--- src/rtl/alu_share_arbiter_if.sv ---
// Request/response bundle between NUM_REQ requesters and alu_share_arbiter.
//   req_valid/req_ready : per-requester request handshake (ready is one-hot or zero)
//   req_a/req_b/req_op  : packed operands and op code, requester i at [32*i +: 32] / [4*i +: 4]
//   rsp_valid/rsp_ready : per-requester response handshake (valid is one-hot or zero)
//   rsp_result/rsp_id   : registered result and the index of the requester that owns it
// The arbiter connects through the slave modport; requesters use master.
interface alu_share_arbiter_if #(
  parameter int unsigned NUM_REQ = 2,
  parameter int unsigned ID_W    = 1
);
  logic [NUM_REQ-1:0]    req_valid;
  logic [NUM_REQ-1:0]    req_ready;
  logic [NUM_REQ*32-1:0] req_a;
  logic [NUM_REQ*32-1:0] req_b;
  logic [NUM_REQ*4-1:0]  req_op;
  logic [NUM_REQ-1:0]    rsp_valid;
  logic [NUM_REQ-1:0]    rsp_ready;
  logic [31:0]           rsp_result;
  logic [ID_W-1:0]       rsp_id;

  modport master (
    output req_valid, req_a, req_b, req_op, rsp_ready,
    input  req_ready, rsp_valid, rsp_result, rsp_id
  );

  modport slave (
    input  req_valid, req_a, req_b, req_op, rsp_ready,
    output req_ready, rsp_valid, rsp_result, rsp_id
  );
endinterface

--- src/rtl/alu_share_arbiter.sv ---
// Round-robin sharing of one combinational 32-bit ALU between NUM_REQ requesters.
// One transaction in flight: IDLE (grant/accept) -> EXEC (ALU evaluates) -> RESP (hold result).
// Ports:
//   clk, rst          : clock and asynchronous active-high reset
//   bus (slave)       : request/response handshakes, operands, result and owner id
//   alu_in_a_o/b_o    : registered operands to the external ALU
//   alu_select_o      : registered op code to the external ALU (passed through unchecked)
//   alu_result_i      : combinational ALU result, captured at the end of EXEC
//   busy_o            : high whenever a transaction is in flight
module alu_share_arbiter #(
  parameter int unsigned NUM_REQ = 2,
  parameter int unsigned ID_W    = 1
) (
  input  logic                      clk,
  input  logic                      rst,
  alu_share_arbiter_if.slave        bus,
  output logic [31:0]               alu_in_a_o,
  output logic [31:0]               alu_in_b_o,
  output logic [3:0]                alu_select_o,
  input  logic [31:0]               alu_result_i,
  output logic                      busy_o
);

  typedef enum logic [1:0] {
    StIdle = 2'd0,
    StExec = 2'd1,
    StResp = 2'd2
  } state_e;

  state_e          state_q, state_d;
  logic [ID_W-1:0] rr_ptr_q, rr_ptr_d;
  logic [ID_W-1:0] rsp_id_q, rsp_id_d;
  logic [31:0]     a_q, a_d;
  logic [31:0]     b_q, b_d;
  logic [3:0]      op_q, op_d;
  logic [31:0]     result_q, result_d;

  logic            grant_found;
  logic [ID_W-1:0] grant_idx;

  // First valid requester at or above rr_ptr, wrapping NUM_REQ-1 -> 0.
  always_comb begin
    logic [ID_W-1:0] cand;
    grant_found = 1'b0;
    grant_idx   = '0;
    cand        = '0;
    for (int unsigned k = 0; k < NUM_REQ; k++) begin
      cand = ID_W'((32'(rr_ptr_q) + k) % NUM_REQ);
      if (!grant_found && bus.req_valid[cand]) begin
        grant_found = 1'b1;
        grant_idx   = cand;
      end
    end
  end

  always_comb begin
    state_d         = state_q;
    rr_ptr_d        = rr_ptr_q;
    rsp_id_d        = rsp_id_q;
    a_d             = a_q;
    b_d             = b_q;
    op_d            = op_q;
    result_d        = result_q;
    bus.req_ready   = '0;
    bus.rsp_valid   = '0;

    unique case (state_q)
      StIdle: begin
        // Gate with rst so ready stays low while reset is asserted.
        if (grant_found && !rst) begin
          bus.req_ready[grant_idx] = 1'b1;
          a_d      = bus.req_a[32*grant_idx +: 32];
          b_d      = bus.req_b[32*grant_idx +: 32];
          op_d     = bus.req_op[4*grant_idx +: 4];
          rsp_id_d = grant_idx;
          state_d  = StExec;
        end
      end
      StExec: begin
        result_d = alu_result_i;
        state_d  = StResp;
      end
      StResp: begin
        bus.rsp_valid[rsp_id_q] = 1'b1;
        if (bus.rsp_ready[rsp_id_q]) begin
          state_d = StIdle;
          if (32'(rsp_id_q) == NUM_REQ - 1) begin
            rr_ptr_d = '0;
          end else begin
            rr_ptr_d = rsp_id_q + 1'b1;
          end
        end
      end
      default: state_d = StIdle;
    endcase
  end

  always_ff @(posedge clk or posedge rst) begin
    if (rst) begin
      state_q  <= StIdle;
      rr_ptr_q <= '0;
      rsp_id_q <= '0;
      a_q      <= '0;
      b_q      <= '0;
      op_q     <= '0;
      result_q <= '0;
    end else begin
      state_q  <= state_d;
      rr_ptr_q <= rr_ptr_d;
      rsp_id_q <= rsp_id_d;
      a_q      <= a_d;
      b_q      <= b_d;
      op_q     <= op_d;
      result_q <= result_d;
    end
  end

  assign alu_in_a_o     = a_q;
  assign alu_in_b_o     = b_q;
  assign alu_select_o   = op_q;
  assign bus.rsp_result = result_q;
  assign bus.rsp_id     = rsp_id_q;
  assign busy_o         = (state_q != StIdle);

endmodule
--- src/flat_wrapper.sv ---
// flat-port wrapper written by rule: the top's interface ports become plain ports
module alu_share_arbiter_flat 
#(
  parameter int unsigned NUM_REQ = 2,
  parameter int unsigned ID_W    = 1
)
  (clk, rst, alu_in_a_o, alu_in_b_o, alu_select_o, alu_result_i, busy_o, bus_req_valid, bus_req_a, bus_req_b, bus_req_op, bus_rsp_ready, bus_req_ready, bus_rsp_valid, bus_rsp_result, bus_rsp_id);
  alu_share_arbiter_if #(.NUM_REQ(NUM_REQ), .ID_W(ID_W)) bus_i ();
  input  logic clk;
  input  logic rst;
  output logic [31:0] alu_in_a_o;
  output logic [31:0] alu_in_b_o;
  output logic [3:0] alu_select_o;
  input  logic [31:0] alu_result_i;
  output logic busy_o;
  input wire logic [$bits(bus_i.req_valid)-1:0] bus_req_valid;
  input wire logic [$bits(bus_i.req_a)-1:0] bus_req_a;
  input wire logic [$bits(bus_i.req_b)-1:0] bus_req_b;
  input wire logic [$bits(bus_i.req_op)-1:0] bus_req_op;
  input wire logic [$bits(bus_i.rsp_ready)-1:0] bus_rsp_ready;
  output wire logic [$bits(bus_i.req_ready)-1:0] bus_req_ready;
  output wire logic [$bits(bus_i.rsp_valid)-1:0] bus_rsp_valid;
  output wire logic [$bits(bus_i.rsp_result)-1:0] bus_rsp_result;
  output wire logic [$bits(bus_i.rsp_id)-1:0] bus_rsp_id;
  assign bus_i.req_valid = bus_req_valid;
  assign bus_i.req_a = bus_req_a;
  assign bus_i.req_b = bus_req_b;
  assign bus_i.req_op = bus_req_op;
  assign bus_i.rsp_ready = bus_rsp_ready;
  assign bus_req_ready = bus_i.req_ready;
  assign bus_rsp_valid = bus_i.rsp_valid;
  assign bus_rsp_result = bus_i.rsp_result;
  assign bus_rsp_id = bus_i.rsp_id;
  alu_share_arbiter #(.NUM_REQ(NUM_REQ), .ID_W(ID_W)) u_core (.clk(clk), .rst(rst), .bus(bus_i), .alu_in_a_o(alu_in_a_o), .alu_in_b_o(alu_in_b_o), .alu_select_o(alu_select_o), .alu_result_i(alu_result_i), .busy_o(busy_o));
endmodule
--- config.mk ---
export PLATFORM = sky130hd
export DESIGN_NAME = alu_share_arbiter_flat
export DESIGN_NICKNAME = d
export VERILOG_FILES = /design/src/rtl/alu_share_arbiter_if.sv /design/src/rtl/alu_share_arbiter.sv /design/src/flat_wrapper.sv
export SDC_FILE = /design/constraint.sdc
export NUM_CORES = 1
export LEC_CHECK = 0
export ABC_AREA = 1
export BUFFER_PORTS_ARGS = -buffer_cell sky130_fd_sc_hd__clkbuf_2
export CORE_AREA = 2 2 108 110
export DETAILED_ROUTE_END_ITERATION = 7
export DIE_AREA = 0 0 110 112
export GPL_ROUTABILITY_DRIVEN = 0
export PLACE_DENSITY = 0.93
export SYNTH_ARGS = -nofsm -noshare
export SYNTH_HDL_FRONTEND = slang
export SYNTH_SLANG_ARGS = --single-unit
--- constraint.sdc ---
create_clock -name clk -period 18 [get_ports clk]
set_clock_uncertainty 0.05 [all_clocks]
set_input_delay 4.5 -clock clk [delete_from_list [all_inputs] [get_ports clk]]
set_output_delay 4.5 -clock clk [all_outputs]
set_load 0.005 [all_outputs]
==> summary.md <==
| Metric | Value |
|---|---|
| Via count | `5274` |
| Max-Cap Viols | `0` |
| Post-synthesis cell area | `between 4000 and 5000 sq um` |
| CTS max path bufs | `2` |
| Length of routed met3 wiring | `1040 um` |
| Max stage delay cell, worst path | `nand2_2` |
| #FFs+latches synth | `104` |
| Pwr dens | `149 nW/um^2` |
| Worst-path cell chain | `clkbuf_2, nand2_2, nand2_2, inv_1, nand2_1, inv_1, clkbuf_2` |
| RSZ-0062 raised after global routing | `false` |
| Antenna-violating nets left | `0` |
| Rel. slew slack | `0.164` |
| YS warnings | `0` |
| Crit end category | `output port` |
| Vias per cell | `~5` |
| IO Count | `between 200 and 300` |
| Yosys cell types | `17` |
| Measured slew at the worst slew-check pin | `1.25 ns` |
| Crit path largest cell delay | `1.05 ns` |
| DR WL met2 | `7300 um` |
| Max H-tree Level | `3` |
| Die Wd | `110 um` |
| Tot GR Track Use | `0.241` |
| Initial antenna violation count | `0` |
| Final worst-path cycle share | `0.650` |
| R2r worst-path depth | `7` |
| Share of layout cells above drive strength 1 | `0.327` |
| DRT Pass-1 Iters | `5` |
| Dpl cells | `about 1100` |
| Outcome | `finished, final reports clean` |
| Avg Inst Size Synth | `~7.3 sq um` |
| Worst vdd rail ir drop | `0.0724 mV` |
| CTS sink cnt | `104` |
| Crit Path Category | `input pin to output port` |
| Synth top area share | `0.524` |
| Max Slew Vio Count | `0` |
| Register clock-pin slew on the reported worst setup and hold paths | `around 0.07 ns` |
| Setup TNS | `0 ns` |
| CP Buf/Inv Count | `4` |
| Die Span Y | `112 um` |
| Post-synth top area cell | `dfrtp_1` |
| Largest net degree at the start of global routing | `72` |
| Area Overhead vs Synth | `34.4%` |
| Endpoints failing hold | `0` |
| FP Rows | `39` |
| Post-Syn Instances | `682` |
| First-pass GRT wire length | `23400 um` |
| Drt wl/cell | `13.3 um` |
| Post-Syn Nets | `856` |
| Fin Hold WS | `0.425 ns` |
| CP delay by family, top | `simple AND/OR/NAND/NOR gates` |
| Hpwl dp | `roughly 10000 um` |
| Routed WL | `14400 um` |
| Nets | `~1100` |
| CORE AREA | `~11000 sq um` |
| Hold crit path type | `register to register` |
| Leak pwr | `0.00416 uW` |
| Grt total ovfl | `0` |
| Die Area | `12300 sq um` |
| Max Freq | `0.0854 GHz` |
| 1st-iter DRT viols | `approximately 380` |
| Arrival @ worst endpoint | `7.16 ns` |
| WL met1 | `5580 um` |
| Critical path depth in cells | `7` |
| CP Max Fanout | `69` |
| Final min period | `11.71 ns` |
| Post-cts gate resize count | `0` |
| Sequential share of the synthesized area | `0.524` |
| Critical path launch point type | `input pin` |
| Root Driver | `clkbuf_16` |
| Endpoints failing setup | `0` |
| CP required | `13.45 ns` |
| Postcts setup bufs | `0` |
| Synth area leaders | `dfrtp_1 (52%), nand2_1 (31%), nand3_1 (10%), buf_2 (2.3%), clkbuf_1 (1.3%)` |
| Post-route insts no fill | `1079` |
| Final Util | `0.597` |
| Highest routed layer | `met4` |
| Hold buffer count at CTS | `0` |
| # DRC | `0` |
| Port bufs | `279` |
| Vias in the first global route | `4985` |
| CTS tree | `yes` |
| Number of diodes | `0` |
| Worst hold path cell count | `2` |
| Num CTS Buffers | `9` |
| Initial core utilization | `0.445` |
| Clk_lat worst skew | `0.33 ns` |
-- cell usage after synthesis --
| cell | number |
|---|---|
| buf_1 | 2 |
| buf_2 | 23 |
| buf_4 | 3 |
| buf_6 | 1 |
| clkbuf_1 | 17 |
| clkinv_1 | 1 |
| dfrtp_1 | 104 |
| inv_1 | 6 |
| inv_2 | 1 |
| nand2_1 | 413 |
| nand3_1 | 100 |
| nor2_1 | 4 |
| nor2_2 | 1 |
| nor2_4 | 1 |
| o211ai_2 | 1 |
| o21ai_0 | 3 |
| o21ai_1 | 1 |
-- per-layer routing --
metal  up-vias  GRT usage
met1      2380      0.297
li1       2608          -
met4         0      0.102
met3        41     0.0492
met5         -          0
met2       245      0.404
-- metrics by stage --
stage | setup WS [ns] | area [sq um] | total power (uW)
after floorplan | 5.90 | 4970 | 612
final | 6.29 | 6680 | 993
after detailed placement | 6.26 | 6380 | 806
after global routing | 5.89 | 6680 | 1070
after CTS | 6.26 | 6680 | 1000
after global placement | 6.35 | 6380 | 786
-- worst reg2reg max path, cell delays in order (launching register included) --
cell	delay, ns
dfrtp_1	0.35
inv_1	0.05
nand2_2	0.88
nand2_2	1.06
nand2_1	0.38
nand2_1	0.08
nand2_1	0.06
nand2_1	0.06
-- cell usage in the layout (no fill, tap or decap), drive strengths merged --
cell type	count
nor2	6
bufinv	1
nand2	413
buf	5
inv	7
clkinvlp	1
dfrtp	104
o21ai	4
clkbuf	290
clkinv	4
nand3	100
o211ai	1
-- cells by family (layout without fill, tap and decap cells) --
logic type      Yosys count  in the layout  share of synthesized area
buf+inv                  54            308                     0.0504
compound gates            5              5                    0.00655
simple gates            519            519                      0.419
flops                   104            104                      0.524
-- report_power, final --
part | switching (uW) | leakage, uW | total, uW | internal [uW]
Clock | 81.8 | 0.000145 | 193 | 111
Combinational | 226 | 0.00272 | 385 | 159
Sequential | 67.5 | 0.00130 | 414 | 347
Total | 375 | 0.00416 | 993 | 618
-- sequential cells by signal, summed over array words and instances (netlist names) --
register	count
u_core.alu_in_a_o	32
u_core.alu_in_b_o	32
u_core.alu_select_o	4
u_core.bus.rsp_id	1
u_core.bus.rsp_result	32
u_core.rr_ptr_q	1
u_core.state_q	2
-- final cells by class --
cell class	instances	area (sq um)
Fill cell	1053	4500
Sequential cell	104	2600
Multi-Input combinational cell	524	2130
Timing Repair Buffer	284	1430
Clock buffer	11	243
Tap cell	143	179
Clock inverter	5	56.3
Inverter	8	32.5
-- path summary, 6_finish.rpt --
check | start | endpoint | slack [ns]
setup / recovery | bus_req_valid[0] | bus_req_ready[1] | 6.29
hold / removal | u_core.bus.rsp_result[4] | u_core.bus.rsp_result[4] | 0.43
setup reg to reg | u_core.rr_ptr_q | u_core.alu_in_a_o[1] | 14.94
hold reg to reg | u_core.bus.rsp_result[4] | u_core.bus.rsp_result[4] | 0.43
max in group asynchronous | rst | u_core.bus.rsp_result[2] | 12.60
min in group asynchronous | rst | u_core.bus.rsp_result[26] | 4.21
Power figures use the tool's default switching activity.
